[config.mk]
export PLATFORM = sky130hd
export DESIGN_NAME = seg_pattern_decoder
export DESIGN_NICKNAME = d
export VERILOG_FILES = /design/src/rtl/seg_pattern_decoder.sv
export SDC_FILE = /design/constraint.sdc
export NUM_CORES = 1
export LEC_CHECK = 0
export ABC_AREA = 0
export CAP_MARGIN = 40
export CORE_UTILIZATION = 60
export CTS_CLUSTER_DIAMETER = 100
export CTS_CLUSTER_SIZE = 10
export DETAILED_ROUTE_END_ITERATION = 7
export GPL_TIMING_DRIVEN = 0
export PLACE_DENSITY = 0.95
export SLEW_MARGIN = 30
export SYNTH_ARGS = -nofsm -noshare
export SYNTH_HDL_FRONTEND = slang
export SYNTH_SLANG_ARGS = --single-unit
[constraint.sdc]
create_clock -name clk -period 3.6 [get_ports clk]
set_clock_uncertainty 0.15 [all_clocks]
set_input_delay 0.72 -clock clk [delete_from_list [all_inputs] [get_ports clk]]
set_output_delay 0.72 -clock clk [all_outputs]
set_load 0.02 [all_outputs]
[src/rtl/seg_pattern_decoder.sv]
// Recovers the hex digit shown on an external 7-segment bus.
// The raw lines are synchronised, then debounced. Each settled pattern is decoded
// and offered once on a valid/ready interface.
// Ports:
//   clk, rst_n   - clock, async active-low reset
//   segments_in  - raw segment lines {g,f,e,d,c,b,a}, async to clk
//   value        - decoded digit (0 when err or blank)
//   valid/ready  - report handshake; accepted when both high at a rising edge
//   err          - reported pattern is not a hex glyph
//   blank        - reported pattern has all segments off
//   overrun      - sticky until accept: a new settled pattern was dropped
module seg_pattern_decoder #(
   parameter int unsigned STABLE_CYCLES = 4,
   parameter bit          ACTIVE_LOW    = 1'b0
) (
   input  logic       clk,
   input  logic       rst_n,
   input  logic [6:0] segments_in,
   output logic [3:0] value,
   output logic       valid,
   input  logic       ready,
   output logic       err,
   output logic       blank,
   output logic       overrun
);

   localparam int unsigned SEG_W = 7;
   localparam int unsigned VAL_W = 4;
   localparam int unsigned CNT_W = $clog2(STABLE_CYCLES + 1);

   typedef enum logic [0:0] {IDLE = 1'b0, REPORT = 1'b1} state_t;

   state_t             state, state_nxt;
   logic [SEG_W-1:0]   sync1, sync2, pat, prev, last_rep, last_rep_nxt;
   logic [CNT_W-1:0]   cnt;
   logic               stable_evt;
   logic [VAL_W-1:0]   dec_value, value_nxt;
   logic               dec_err, dec_blank;
   logic               valid_nxt, err_nxt, blank_nxt, overrun_nxt;

   // Two-flop synchroniser per segment line
   always_ff @(posedge clk or negedge rst_n) begin
      if (!rst_n) begin
         sync1 <= '0;
         sync2 <= '0;
      end else begin
         sync1 <= segments_in;
         sync2 <= sync1;
      end
   end

   // Normalise to active-high after synchronisation
   assign pat = sync2 ^ {SEG_W{ACTIVE_LOW}};

   // Debounce: restart on any change, saturate once settled
   always_ff @(posedge clk or negedge rst_n) begin
      if (!rst_n) begin
         prev <= '0;
         cnt  <= '0;
      end else if (pat != prev) begin
         prev <= pat;
         cnt  <= '0;
      end else if (cnt < CNT_W'(STABLE_CYCLES)) begin
         cnt <= cnt + CNT_W'(1);
      end
   end

   // Fires once per settled pattern, on the cycle the count reaches its last step
   assign stable_evt = (cnt == CNT_W'(STABLE_CYCLES - 1)) && (pat == prev);

   // Glyph decode of the debounced pattern
   always_comb begin
      dec_value = '0;
      dec_err   = 1'b0;
      dec_blank = 1'b0;
      case (prev)
         7'h3F:   dec_value = 4'h0;
         7'h06:   dec_value = 4'h1;
         7'h5B:   dec_value = 4'h2;
         7'h4F:   dec_value = 4'h3;
         7'h66:   dec_value = 4'h4;
         7'h6D:   dec_value = 4'h5;
         7'h7D:   dec_value = 4'h6;
         7'h07:   dec_value = 4'h7;
         7'h7F:   dec_value = 4'h8;
         7'h6F:   dec_value = 4'h9;
         7'h77:   dec_value = 4'hA;
         7'h7C:   dec_value = 4'hB;
         7'h39:   dec_value = 4'hC;
         7'h5E:   dec_value = 4'hD;
         7'h79:   dec_value = 4'hE;
         7'h71:   dec_value = 4'hF;
         7'h00:   dec_blank = 1'b1;
         default: dec_err   = 1'b1;
      endcase
   end

   // Report FSM state and registered outputs
   always_ff @(posedge clk or negedge rst_n) begin
      if (!rst_n) begin
         state    <= IDLE;
         last_rep <= '0;
         value    <= '0;
         valid    <= 1'b0;
         err      <= 1'b0;
         blank    <= 1'b0;
         overrun  <= 1'b0;
      end else begin
         state    <= state_nxt;
         last_rep <= last_rep_nxt;
         value    <= value_nxt;
         valid    <= valid_nxt;
         err      <= err_nxt;
         blank    <= blank_nxt;
         overrun  <= overrun_nxt;
      end
   end

   // Next-state: report new settled patterns, hold the report until accepted
   always_comb begin
      state_nxt    = state;
      last_rep_nxt = last_rep;
      value_nxt    = value;
      valid_nxt    = valid;
      err_nxt      = err;
      blank_nxt    = blank;
      overrun_nxt  = overrun;
      case (state)
         IDLE: begin
            if (stable_evt && (prev != last_rep)) begin
               value_nxt    = dec_value;
               err_nxt      = dec_err;
               blank_nxt    = dec_blank;
               last_rep_nxt = prev;
               valid_nxt    = 1'b1;
               state_nxt    = REPORT;
            end
         end
         REPORT: begin
            // Accept has priority; a coincident settle event is dropped silently
            if (ready) begin
               valid_nxt   = 1'b0;
               overrun_nxt = 1'b0;
               state_nxt   = IDLE;
            end else if (stable_evt && (prev != last_rep)) begin
               overrun_nxt = 1'b1;
            end
         end
         default: state_nxt = IDLE;
      endcase
   end

endmodule

==> qor.yml, run 1 <==
final_layout:
  diodes: 0
  synthToLayoutAreaGrowth_pct: 16.1
  multi_input_area_um2: 729
  final_area_um2: 2130
  fillers: 200
  final_cell_mix: "40 x dfrtp_1, 16 x clkbuf_1, 16 x clkdlybuf4s50_1"
  drive_gt1_share_pct: 16.9
  layout.nets: 189
  final_common_cell: "dfrtp_1"
  seqCellArea_um2: 1000
setup_path:
  end_kind: "flip-flop"
  cp_slowest_cell: "nor4b_4"
  cpMostUsedCell: "buf_6"
  critPathKind: "reg2reg"
  max_stage_delay_ps: 460
  cp.arrival_ps: 2600
  startpoint_type: "flip-flop"
  cp_data_required_time_ps: 3680
  cp_max_fo: 10
  path_cells: "buf_6, xor2_1, nor4_2, nand4_2, nor4b_4, buf_6, mux2_4"
place:
  portBuffers: 17
  dp_hpwl_um: 2400
  gp_congestion: 0.847
  placed_area_um2: 2070
clocking:
  ctsRootBufferMaster: "clkbuf_4"
  cts_tree: "done"
  cts_hold_buf: 0
  clkSinkCount: 40
  insertion_delay_ps: 340
  path_clk_slew_ps: 120
  htree_num_levels: 2
  cts_setup_buffers: 0
  cts_resized: 0
  numCtsBuffers: 5
  clock_path_buffers: 2
floorplanning:
  core_um2: 2830
  rows: 19
  fp.dieH_um: 57.3
  dieArea_um2: 3290
  fp.dieW_um: 57.3
  ios: 18
  start_util_pct: 65.0
run_status:
  status: "finished, violations left"
  violations: "design-rule violations"
sta:
  fmaxAchievable_ghz: 0.397
  setup_viol_count_final: 0
  drv_slew: 0
  post-route-period-util_pct: 70.0
  hold_violations: 0
  rsz0062_at_grt: "false"
  period_minus_slack_ps: 2520
  relSlewSlack_pct: 58.2
  fin_tns_setup_ps: 0
  worst_pin_slew_ps: 621
power:
  leakagePower_nw: 0.933
  power_density_nw_per_um2: 367
  p_total_uw: 783
  vdd_drop_max_mv: 0.306
detailed_routing:
  via_per_inst: 6.13
  drc: 2
  vias: 1282
  finalWirelength_um: 3330
  drt_iter0_markers: 177
  wire_per_inst_um: 15.9
  postRouteAntennaNets: 0
  drt_first_pass_iters: 6
synth:
  syn_inst: 152
  synth_compound_area_share_pct: 6.74
  synthSimpleGateAreaFrac_pct: 14.1
  synth_top_family_by_area: "simple AND/OR/NAND/NOR gates"
  syn-num-nets: 164
  synth_top_area_cell: "dfrtp_1"
  syn-cell-area_um2: 1840
  synthAdderAreaFrac_pct: 1.36
  synth_area_per_cell_um2: 12.1
  ys_ff_latch: 40
  synthMuxAreaShare_pct: 9.87
  synth_xor_xnor_area_share_pct: 7.62
  synth_top_cell_area_share_pct: 54.5
  ys_warn_count: 0
  seq_area_frac_synth_pct: 54.5
  synth_cell_types: 40
  yosys-top-cells-area: "dfrtp_1 54%, mux2_4 5.7%, xnor2_1 3.8%"
grt:
  grt_pass1_vias: 1308
  grt_antenna_before_repair: 0
  track_usage_pct: 22.9
  grt_pass1_wl_um: 5710
  grt_overflow: 0
  grt_max_degree: 27
worst_hold_path:
  hold_class: "in2async"
flow_run:
  drv_cap: 0
## critical path: cells and delay by family (launching register included)
kind          cells  cell delay, ps
mux               1             320
flops             1             400
simple gates      3             990
buf+inv           2             370
xor+xnor          1             170
## layout make-up
| type | count | area share (%) |
|---|---|---|
| plain buffers | 20 | 4.34 |
| repair buffers | 18 | 9.03 |
| well taps | 31 | 1.82 |
| clock buffers | 6 | 2.40 |
| multi-input cells | 88 | 34.2 |
| clock inverters | 2 | 0.645 |
| flip-flops and latches | 40 | 46.9 |
| inverters | 4 | 0.703 |
## synthesized netlist by cell type
cell       count
nand4_2        1
or3b_2         1
nand4bb_1      1
nand3_1        1
buf_2          2
o2111ai_1      1
mux2i_1        2
mux2_2         5
nand2b_1       2
nor3_1         3
o32ai_1        1
o22a_1         1
a2bb2oi_1      2
nor2b_1        1
nor2_1         7
nor3b_1        1
nand2_1        4
nor4b_4        1
dfrtp_1       40
a2111oi_0      1
and3_1         2
o211ai_1       2
a211o_1        1
clkbuf_1      16
nand4_1        5
or4_1          2
inv_1          4
xor2_1         8
o31ai_1        1
nor4_2         1
buf_6          2
a21o_1         1
a211oi_1       1
xnor2_1        8
ha_1           2
a21oi_1        5
nand3b_1       1
nor4_1         3
mux2_4         7
and3b_1        2
## path summary, 6_finish.rpt
kind                                     start                 endpoint  slack (ps)  depth (start not counted)
min                                      rst_n     value[3]$_DFFE_PN0P_         130                          1
max                        prev[4]$_DFFE_PN0P_  last_rep[1]$_DFFE_PN0P_        1080                          7
max in group asynchronous                rst_n  last_rep[1]$_DFFE_PN0P_        2720                          2
max reg2reg                prev[4]$_DFFE_PN0P_  last_rep[1]$_DFFE_PN0P_        1080                          7
min reg2reg                 sync1[2]$_DFF_PN0_         pat[2]$_DFF_PN0_         210                          0
min in group clk            sync1[2]$_DFF_PN0_         pat[2]$_DFF_PN0_         210                          0
## registers in the layout (all words and copies together) (netlist names)
signal	flops
value	4
pat	7
state	1
blank	1
prev	7
valid	1
last_rep	7
sync1	7
overrun	1
err	1
cnt	3
## through the flow
step,utilization [%],cells,hold slack [ps],worst slack (ps)
final,75.5,209,125,1080
after global routing,75.5,209,135,966
after CTS,75.5,209,129,1060
after detailed placement,73.2,201,189,1090
after global placement,72.4,200,182,805
after floorplan,-,152,181,1320
## cells by family (layout without fill, tap and decap cells)
kind of cell | Yosys count | after routing
DFF | 40 | 40
and+or+nand+nor | 39 | 39
buffers and inverters | 24 | 50
AOI/OAI and AO/OA | 17 | 17
xor gates and xnor gates | 16 | 16
muxes | 14 | 14
adders and majority gates | 2 | 2
## where the power goes
group / leakage, nW / internal (mW) / switching [mW]
registers: 0.510 / 0.461 / 0.00605
logic: 0.384 / 0.0317 / 0.0425
clock network: 0.0386 / 0.0966 / 0.145
## routing by layer
| layer | global-route usage, % | wire length, µm |
|---|---|---|
| met5 | 0 | 0 |
| met4 | 10.5 | 36 |
| met1 | 29.6 | 1400 |
| met3 | 4.31 | 172 |
| met2 | 37.5 | 1720 |
Note: power is estimated with default switching activity, not from simulation.
==> inputs of run 2 (changes only) <==
Settings changed: CORE_UTILIZATION 60 to 56, PLACE_DENSITY 0.95 to 0.9.
Clock period 3.6 ns to 2.35 ns, I/O delays scaled along.
==> run 2 against run 1 <==
Net effect: the flow now finishes without violations; clock power increased by 86%; routed wire length increased by 4.3%; count of clock-buffer cells in the layout decreased by 1; flip-flop and latch count unchanged; global-route usage decreased by 0.083 points; sequential share of layout area decreased by 3.1 points; worst hold slack improved by 86 ps; cell count increased by 11%; critical path type unchanged; critical endpoint is now value[1]$_DFFE_PN0P_; largest power group unchanged.
==> qor.yml, run 2 (synthesized netlist as in run 1, its figures left out) <==
clocking:
  htree_num_levels: 2
  numCtsBuffers: 5
  insertion_delay_ps: 360
  clkSinkCount: 40
  cts_tree: "done"
  path_clk_slew_ps: 110
  ctsRootBufferMaster: "clkbuf_4"
  clock_path_buffers: 2
floorplanning:
  core_um2: 3080
  ios: 18
  rows: 20
  fp.dieH_um: 59.3
  fp.dieW_um: 59.3
  dieArea_um2: 3520
  start_util_pct: 59.7
final_layout:
  fillers: 225
  drive_gt1_share_pct: 25.4
  synthToLayoutAreaGrowth_pct: 24.6
  final_common_cell: "dfrtp_1"
  layout.nets: 200
  diodes: 0
  fin_util_pct: 74.4
  final_cell_mix: "38 x dfrtp_1, 16 x clkdlybuf4s50_1, 12 x clkbuf_1, 12 x mux2_4, 12 x buf_4"
run_status:
  status: "completed"
detailed_routing:
  drt_iter0_markers: 108
  postRouteAntennaNets: 0
  via_per_inst: 5.55
  drc: 0
  finalWirelength_um: 3470
  wire_per_inst_um: 14.9
  vias: 1293
  drt_first_pass_iters: 4
setup_path:
  cp_data_required_time_ps: 2450
  reg2reg_from: "prev[4]$_DFFE_PN0P_"
  cp_max_fo: 4
  critPathKind: "reg2reg"
  end_kind: "flip-flop"
  startpoint_type: "flip-flop"
  regToRegSetupSlack_ps: 60
  r2r_end: "value[1]$_DFFE_PN0P_"
  ff2ff_path_depth: 8
  cp.arrival_ps: 2390
sta:
  post-route-period-util_pct: 97.5
  relSlewSlack_pct: 60.7
  drv_slew: 0
  period_minus_slack_ps: 2290
  rsz0062_at_grt: "true"
  fmaxAchievable_ghz: 0.436
  hold_violations: 0
  worst_pin_slew_ps: 585
  setup_viol_count_final: 0
place:
  portBuffers: 17
  dp_hpwl_um: 2220
  gp_congestion: 0.873
grt:
  grt_max_degree: 30
  grt-busiest-layer: "met2"
  met1_usage_pct: 28.5
  grt_antenna_before_repair: 0
  grt_pass1_vias: 1281
  grt_pass1_wl_um: 5710
  track_usage_pct: 22.8
  use_met3_pct: 8.52
  met2_usage_pct: 35.6
  grt_overflow: 0
worst_hold_path:
  hold_start: "sync1[0]$_DFF_PN0_"
  hold_depth: 0
  hold_class: "reg2reg"
  whs_endpoint: "pat[0]$_DFF_PN0_"
power:
  leakagePower_nw: 1.00
  vdd_drop_max_mv: 0.473
  p_total_mw: 1.29
  power_density_nw_per_um2: 561
flow_run:
  drv_cap: 0
[run 2: changes by cell type in the layout (fill, tap and decap cells not counted), moves of 2 or more]
cell,before,now
buf_4,0,12
mux2_2,5,0
dfrtp_2,0,2
dfrtp_1,40,38
clkbuf_2,0,3
clkbuf_1,16,12
mux2_4,7,12
[run 2: final cells by class]
cell class	instances	area [µm²]	area share, %
Clock inverter	3	42.5	1.86
Timing Repair Buffer	31	285	12.5
Sequential cell	40	1000	43.8
Clock buffer	5	37.5	1.64
Tap cell	44	55.1	2.40
Buffer	18	87.6	3.83
Inverter	4	15.0	0.656
Multi-Input combinational cell	88	763	33.3
[run 2: how the worst max path moves through the flow]
| stage | depth (start not counted) | startpoint | endpoint |
|---|---|---|---|
| 6_report | 8 | prev[4]$_DFFE_PN0P_ | value[1]$_DFFE_PN0P_ |
| 5_1_grt | 7 | prev[6]$_DFFE_PN0P_ | err$_DFFE_PN0P_ |
| 4_1_cts | 6 | prev[0]$_DFFE_PN0P_ | err$_DFFE_PN0P_ |
| 3_5_place_dp | 7 | prev[4]$_DFFE_PN0P_ | last_rep[2]$_DFFE_PN0P_ |
| 3_3_place_gp | 1 | rst_n | sync1[5]$_DFF_PN0_ |
| 2_1_floorplan | 7 | prev[4]$_DFFE_PN0P_ | last_rep[1]$_DFFE_PN0P_ |
[run 2: through the flow]
stage	TNS, ps	worst slack, ps	hold WS, ps	cell area, µm²	instances
floorplan	0	73.8	24.4	1840	152
global placement	-7650	-170	182	2060	213
detailed placement	-1360	-191	190	2080	214
CTS	0	7.96	211	2220	229
global route	-766	-67.0	215	2290	233
finish	0	58.6	211	2290	233
[run 2: power by group]
| part | switching (mW) | leakage [nW] | internal (mW) |
|---|---|---|---|
| clock | 0.227 | 0.0412 | 0.222 |
| combinational | 0.0645 | 0.455 | 0.0544 |
| sequential | 0.0116 | 0.508 | 0.707 |
| total | 0.303 | 1.00 | 0.983 |
[run 2: routing by layer]
| metal | vias to the layer above | routed length, µm |
|---|---|---|
| met3 | 10 | 161 |
| met5 | - | 0 |
| met1 | 640 | 1460 |
| met4 | 0 | 95 |
| met2 | 43 | 1760 |
| li1 | 600 | - |
[run 2: critical path, cell delays in order (launching register included)]
cell and delay [ps]:
dfrtp_1 390, buf_6 120, buf_4 120, xnor2_1 160
nand4_1 160, nor4_1 480, nor4b_4 140, buf_4 190
mux2_4 290
[run 2: repair_timing]
action                     in CTS  in global routing
hold buffers                    1                  0
pin swaps                       3                  4
setup endpoints to repair      14                 14
hold endpoints to repair       11                  0
setup buffers                   7                  4
gates cloned                    1                  0
resized for setup               3                 14
